**src/rtl/parallel_axis_playback.sv**
```systemverilog
// Frame-oriented AXI-Stream playback from a beat buffer loaded while idle.
// Two-entry output queue is filled straight from the buffer's registered read.
module parallel_axis_playback #(
  parameter int SAMP_PER_CLK = 2,
  parameter int SAMP_WIDTH   = 32,
  parameter int DEPTH        = 64,
  parameter int FRAME_LEN    = 32,
  parameter int TUSER        = 8
) (
  input  logic                               clk,
  input  logic                               rst,
  input  logic                               wr_en,
  input  logic [$clog2(DEPTH)-1:0]           wr_addr,
  input  logic [SAMP_PER_CLK*SAMP_WIDTH-1:0] wr_data,
  output logic                               wr_err,
  input  logic                               start,
  input  logic                               stop,
  input  logic [15:0]                        num_frames,
  output logic                               busy,
  output logic                               done,
  output logic [SAMP_PER_CLK*SAMP_WIDTH-1:0] m_axis_tdata,
  output logic                               m_axis_tvalid,
  output logic                               m_axis_tlast,
  output logic [TUSER-1:0]                   m_axis_tuser,
  input  logic                               m_axis_tready
);
  localparam int DW = SAMP_PER_CLK * SAMP_WIDTH;
  localparam int AW = $clog2(DEPTH);
  localparam int FW = (FRAME_LEN > 1) ? $clog2(FRAME_LEN) : 1;

  typedef enum logic [1:0] {IDLE, PRIME, STREAM, DRAIN} state_t;

  state_t state_q, state_d;
  logic [DW-1:0]    buf_mem  [DEPTH];
  logic [DW-1:0]    fifo_dat [2];
  logic             fifo_lst [2];
  logic [TUSER-1:0] fifo_usr [2];

  logic [1:0]       cnt_q, cnt_d;
  logic             rp_q, rp_d, wp_q, wp_d;
  logic [AW-1:0]    addr_q, addr_d;
  logic [FW-1:0]    beat_q, beat_d;
  logic [15:0]      frm_q, frm_d;
  logic [15:0]      nf_q, nf_d;
  logic [TUSER-1:0] ucnt_q, ucnt_d;
  logic             stop_q, stop_d;
  logic             wr_err_q, wr_err_d;

  logic pop, room, issue, is_last, fin;

  assign m_axis_tvalid = (cnt_q != 2'd0);
  assign m_axis_tdata  = fifo_dat[rp_q];
  assign m_axis_tlast  = m_axis_tvalid & fifo_lst[rp_q];
  assign m_axis_tuser  = m_axis_tvalid ? fifo_usr[rp_q] : '0;
  assign busy          = (state_q != IDLE);
  assign done          = (state_q == DRAIN) && (cnt_q == 2'd0);
  assign wr_err        = wr_err_q;

  always_comb begin
    pop     = m_axis_tvalid & m_axis_tready;
    room    = (cnt_q != 2'd2) || pop;
    is_last = (beat_q == FW'(FRAME_LEN - 1));
    fin     = ((nf_q != 16'd0) && (frm_q == nf_q - 16'd1))
              || stop_q || stop;
    issue    = 1'b0;
    state_d  = state_q;
    addr_d   = addr_q;
    beat_d   = beat_q;
    frm_d    = frm_q;
    nf_d     = nf_q;
    ucnt_d   = ucnt_q;
    stop_d   = stop_q;
    wr_err_d = wr_en && (state_q != IDLE);
    unique case (state_q)
      IDLE: begin
        if (start) begin
          state_d = PRIME;
          nf_d    = num_frames;
          stop_d  = 1'b0;
          addr_d  = '0;
          beat_d  = '0;
          frm_d   = '0;
          ucnt_d  = '0;
        end
      end
      PRIME, STREAM: begin
        stop_d  = stop_q | stop;
        issue   = room;
        state_d = STREAM;
        if (issue) begin
          addr_d = addr_q + AW'(1);
          if (is_last) begin
            beat_d = '0;
            frm_d  = frm_q + 16'd1;
            ucnt_d = ucnt_q + TUSER'(1);
            // end only on a frame boundary
            if (fin) state_d = DRAIN;
          end else begin
            beat_d = beat_q + FW'(1);
          end
        end
      end
      DRAIN: begin
        if (cnt_q == 2'd0) state_d = IDLE;
      end
      default: state_d = IDLE;
    endcase
    cnt_d = cnt_q + 2'(issue) - 2'(pop);
    rp_d  = rp_q ^ pop;
    wp_d  = wp_q ^ issue;
  end

  always_ff @(posedge clk or posedge rst) begin
    if (rst) begin
      state_q  <= IDLE;
      cnt_q    <= '0;
      rp_q     <= 1'b0;
      wp_q     <= 1'b0;
      addr_q   <= '0;
      beat_q   <= '0;
      frm_q    <= '0;
      nf_q     <= '0;
      ucnt_q   <= '0;
      stop_q   <= 1'b0;
      wr_err_q <= 1'b0;
    end else begin
      state_q  <= state_d;
      cnt_q    <= cnt_d;
      rp_q     <= rp_d;
      wp_q     <= wp_d;
      addr_q   <= addr_d;
      beat_q   <= beat_d;
      frm_q    <= frm_d;
      nf_q     <= nf_d;
      ucnt_q   <= ucnt_d;
      stop_q   <= stop_d;
      wr_err_q <= wr_err_d;
    end
  end

  // buffer and queue payload are never cleared
  always_ff @(posedge clk) begin
    if (wr_en && (state_q == IDLE)) buf_mem[wr_addr] <= wr_data;
    if (issue) begin
      fifo_dat[wp_q] <= buf_mem[addr_q];
      fifo_lst[wp_q] <= is_last;
      fifo_usr[wp_q] <= ucnt_q;
    end
  end
endmodule

```
**config.mk**
```make
export PLATFORM = sky130hd
export DESIGN_NAME = parallel_axis_playback
export DESIGN_NICKNAME = d
export VERILOG_FILES = /design/src/rtl/parallel_axis_playback.sv
export SDC_FILE = /design/constraint.sdc
export NUM_CORES = 2
export LEC_CHECK = 0
export CAP_MARGIN = 20
export CORE_UTILIZATION = 30
export CTS_BUF_LIST = sky130_fd_sc_hd__clkbuf_2
export CTS_CLUSTER_DIAMETER = 30
export DETAILED_ROUTE_END_ITERATION = 10
export PLACE_DENSITY = 0.53
export SETUP_SLACK_MARGIN = 0.5
export SLEW_MARGIN = 40
export SYNTH_ARGS = -nofsm -noshare
export SYNTH_HDL_FRONTEND = slang
export SYNTH_MEMORY_MAX_BITS = 65536
export SYNTH_SLANG_ARGS = --single-unit
```
**constraint.sdc**
```tcl
create_clock -name clk -period 4.9 [get_ports clk]
set_input_delay 0.98 -clock clk [delete_from_list [all_inputs] [get_ports clk]]
set_output_delay 0.98 -clock clk [all_outputs]
set_load 0.02 [all_outputs]
```
* Word level (Yosys, flattened, before mapping)
Memory sizes are Yosys's and may differ from the RTL's. Index checks and enable logic that the tools add are counted.
Word-level totals: bits in registers 59, latch bits 0, bits in writable memories 4242, ROM bits 0, input bits 92, output and inout port bits 77, logic and storage cells 85, memories kept 4
Operators by class: add/sub/neg operators 7, $mul 0, div/mod/pow operators 0, order comparisons 0, equality and inequality tests 10, shift-type cells 0, muxes and demuxes 29, bitwise logic cells 5, reduce and logical (&&, ||, !) cells 19
Memory list:
- buf_mem | depth 64, width 64, rd ports 1, clocked after Yosys merged registers in 0, wr ports 1, RTL line 34 | logic [DW-1:0] buf_mem [DEPTH];
- fifo_dat | depth 2, width 64, rd ports 1, clocked after Yosys merged registers in 0, wr ports 1, RTL line 35 | logic [DW-1:0] fifo_dat [2];
- fifo_usr | depth 2, width 8, rd ports 1, clocked after Yosys merged registers in 0, wr ports 1, RTL line 37 | logic [TUSER-1:0] fifo_usr [2];
- fifo_lst | depth 2, width 1, rd ports 1, clocked after Yosys merged registers in 0, wr ports 1, RTL line 36 | logic fifo_lst [2];
Operators by type and width (count):
- 16-bit two-way mux | 3
- 8-bit two-way mux | 4
- 16-bit one-hot mux with 2 select lines | 1
- 16-bit by 1-bit adder with 16-bit output, second input constant | 1
- 16-bit equality test | 1
- 8-bit one-hot mux with 2 select lines | 1
- 16-bit nonzero test | 1
- 16-bit by 1-bit subtractor with 16-bit output, second input constant | 1
- 5-bit two-way mux | 3
- 6-bit two-way mux | 2
- 6-bit one-hot mux with 2 select lines | 1
- 5-bit one-hot mux with 2 select lines | 1
- 1-bit two-way mux | 9
- 8-bit by 1-bit adder with 8-bit output, second input constant | 1
- 2-bit != test, second input constant | 4
- 6-bit by 1-bit adder with 6-bit output, second input constant | 1
- 2-bit one-hot mux with 3 select lines | 1
- 2-bit AND reduction | 3
- 2-bit nonzero test | 3
- 5-bit by 1-bit adder with 5-bit output, second input constant | 1
- 5-bit equality test, second input constant | 1
- 2-bit equality test, second input constant | 2
- 1-bit logical AND | 4
- 2-bit zero test | 2
- 13 further kinds | 18

* Longest topological paths before layout
depth in word-level cells 9, mapped depth 10

* Worst setup path before layout
No wires, ideal clock.
path type input -> register, start point input port wr_addr[2], end point memory buf_mem[26][0] in the netlist's numbering (enable), library setup time 487 ps, arrival 4755 ps, path slack -342 ps, cell stages on the path 5, buffers on the path 2, cell sequence clkbuf_1 > or3b_2 > or2_2 > clkbuf_1 > nor2_1
RTL lines:
- start: declaration | RTL line 13 | input logic [$clog2(DEPTH)-1:0] wr_addr,
- end: declaration | RTL line 34
Straight into the memory's write port.

* Final worst setup path
start point register rp_q, end point output port m_axis_tdata[44]
Between the ends: word-level cells in the longest chain between the ends 1
RTL lines:
- start: declaration | RTL line 40 | logic rp_q, rp_d, wp_q, wp_d;
- start signal: assignment | RTL line 129 | rp_q <= rp_d;
- memory 2 x 64 bit
- end: declaration | RTL line 21 | output logic [SAMP_PER_CLK*SAMP_WIDTH-1:0] m_axis_tdata,
Every way passes these cells.

==> flow_summary.toml <==
[die]
core_um2 = 544600
initial_utilization_pct = 30.10
io_pins = 169
die_h_um = 741.2
chipWidth_um = 741.2
row_count = 271
dieArea_um2 = 549400

[synth]
ys_top_cells_by_count = "4242 x edfxtp_1, 1214 x mux4_2, 185 x clkbuf_1, 122 x buf_2, 112 x a22oi_1"
synth_edf_count = 4242
yosysTopAreaCellShare_pct = 77.71
postSynthAreaPerCell_um2 = 24.21
synthCells = 6771
ys_ff_latch = 4301
synth.most_common_cell = "edfxtp_1"
ys_warn_count = 0
seq_area_frac_synth_pct = 78.61
synthFlopType = "edfxtp_1"
syn-num-nets = 6875
async_flop_share_pct = 1.372
yosysUniqueCellTypes = 50
syn_area_um2 = 163900
synth_area_leaders = "edfxtp_1 78%, mux4_2 17%, dfrtp_1 0.90%"
yosys.area.top_type = "edfxtp_1"

[critical_path]
cp.required_ps = 3920
path_buf_inv = 4
r2r_start = "addr_q[0]"
critical_path.most_common_cell = "buf_12"
slowest_stage = "dfrtp_4"
cpLargestDelayFamily = "buffers and inverters"
r2r_slack_ps = 1140
worstReg2RegEnd = "fifo_dat[1][16]"
cp_data_arrival_time_ps = 3650
crit_type = "reg2out"
crit_path_start_kind = "register"
cp.depth = 5
rr_worst_depth = 7
endpoint_kind = "output pin"
cpPeakStageDelay_ps = 540
crit_chain = "buf_12 > buf_12 > buf_16 > mux2_4 > buf_6"
cp_max_fo = 7

[timing]
slew-limit-headroom_pct = 26.49
fmax_mhz = 216.1
worst_pin_slew_ps = 1103
fin_crit_ps = 4626
setup_ws_ps = 273.5
skew_ps = 284.6
drv_slew = 0
setup_viol = 0
setup_tns_ps = 0
period_share_pct = 94.42
hold_violations = 0
rsz0062_at_grt = "true"

[pwr]
comb_power_share_pct = 28.7
p_sw_share_pct = 31.67
switchingPower_w = 0.02980
power.density_nw_per_um2 = 491.0
power_frac_seq_pct = 45.0
power.share.clock_pct = 26.2
cellInternalPower_w = 0.06429
p_leak_nw = 60.69
peakVddDrop_uv = 446.3

[layout]
final_core_util_pct = 35.19
area_delta_synth_final_pct = 16.91
stdcell_count = 16458
final_nets = 8578
drive_gt1_share_pct = 41.08

[detailed_routing]
via_per_inst = 4.972
drt_wl_total_um = 466200
highest_layer = "met4"
met2_wirelength_um = 232700
wl_met3_um = 29330
wl_per_cell_um = 28.33
vias = 81834
drc = 0
drt.antenna.violating_nets = 0
firstDrtPassIters = 5
drtIter0Drc = 8300
routedLengthMet1_um = 194000

[hold_path]
holdPathEnd = "buf_mem[6][25]"
min_path_cells = 4
hold_class = "in2reg"
hp-start = "wr_data[25]"

[placed_design]
portBuffers = 168
dp_hpwl_um = 265500
gp_congestion = 0.7798
post-place-ws_ps = 539.2
dpl.cell_count = 14210

[clock_network]
cts_buffer_depth = 5
clock-sinks = 4301
worst_skew_pair.late_latency_ps = 2340
cts-root-buf = "clkbuf_2"
htree_levels = 7
cts_buffers = 1223
cts_tree = "built"
cts.clk_slew.worst_paths_ps = 100

[global_route]
grt_pass1_vias = 87179
antenna_found_initial = 31
gr-total-overflow = 0
grt_max_degree = 97
grt_pass1_wl_um = 654900
grtUsageTotal_pct = 16.91

[run_status]
status = "completed"

[job]
cap_violations = 0
[worst min-delay path: stages]
cell           delay [ps]
dlygate4sd3_1         540
dlygate4sd3_1         620
buf_2                 210
buf_12                200
[registers in the layout, indices dropped and copies added, names as in the netlist, 5 cells and up]
| signal | cells |
|---|---|
| frm_q | 16 |
| fifo_usr | 16 |
| ucnt_q | 8 |
| addr_q | 6 |
| fifo_dat | 128 |
| buf_mem | 4096 |
| nf_q | 16 |
| beat_q | 5 |
[area by class of cell]
type | instances | area [um2]
fillers | 50845 | 352900
flip-flops and latches | 4301 | 128900
multi-input cells | 2089 | 34200
repair buffers | 842 | 9281
well taps | 7234 | 9051
clock buffers | 1639 | 8203
clock inverters | 298 | 1859
diodes | 38 | 95.09
inverters | 17 | 68.82
[what timing repair did]
action	in CTS	in global routing
pin swaps	5	3
hold endpoints to repair	4822	177
cloned	5	0
setup endpoints to repair	76	73
buffers inserted	26	5
gates resized for setup	532	39
hold buffers	227	8
[power groups by stage]
stage	clock network [W]	logic [W]	registers (W)
2_1_floorplan	0	0.0154	0.0430
3_3_place_gp	0	0.0259	0.0434
3_5_place_dp	0	0.0263	0.0432
4_1_cts	0.0255	0.0277	0.0424
5_1_grt	0.0273	0.0286	0.0425
6_report	0.0247	0.0270	0.0424
[cells in the final DEF, fill, tap and decap left out, types with 10 or more instances in the layout]
cell type,instances
clkdlybuf4s50_1,28
inv_2,19
xnor2_1,16
buf_16,14
a22o_1,11
buf_6,78
xor2_1,21
bufinv_16,24
mux2_2,31
buf_4,294
clkinv_2,79
nand4_1,14
inv_1,13
nor3_1,10
dfrtp_1,53
o21ai_0,14
diode_2,38
edfxtp_1,4242
dlygate4sd3_1,204
nand3_1,18
a22oi_1,112
mux2i_1,79
buf_12,157
a21oi_1,78
mux4_2,1214
buf_2,66
nor2_1,41
mux2_4,52
clkinv_1,175
clkbuf_2,1639
nor2_4,65
nor2b_1,72
a211oi_1,66
nand2_1,83
[worst max path at each step]
stage                                   to  slack [ps]       start
after floorplan             buf_mem[26][0]        -340  wr_addr[2]
after global placement      buf_mem[53][0]         480       wr_en
after detailed placement    buf_mem[52][3]         540       wr_en
after CTS                 m_axis_tdata[44]        -140        rp_q
after global routing      m_axis_tdata[44]         -30        rp_q
final                     m_axis_tdata[44]         270        rp_q
[routing by layer]
| layer | up-vias | track usage [%] |
|---|---|---|
| li1 | 33300 | - |
| met1 | 44600 | 22.29 |
| met2 | 3313 | 28.03 |
| met3 | 621 | 3.296 |
| met4 | 0 | 5.815 |
| met5 | - | 0 |
[cells by family (layout without fill, tap and decap cells)]
logic type               after synthesis  after routing  synth area share [%]
multiplexers                        1379           1379                 17.75
AND/OR/NAND/NOR                      358            358                 1.073
flip-flops                          4301           4301                 78.61
adder cells (fa/ha/maj)               12             12               0.09159
other                                  0             38                     0
buffers and inverters                381           2796                 1.008
XOR/XNOR                              37             37                0.1977
AO/OA/AOI/OAI                        303            303                 1.272
[through the flow]
stage	power [W]	instance area, um2	hold WS (ps)
global route	0.09847	191600	101.4
CTS	0.09556	191300	3.108
finish	0.09409	191600	347.8
floorplan	0.05836	163900	461.6
detailed placement	0.06956	178000	484.9
global placement	0.06930	177800	466.5
No activity file was read; power rests on OpenSTA's default activity.
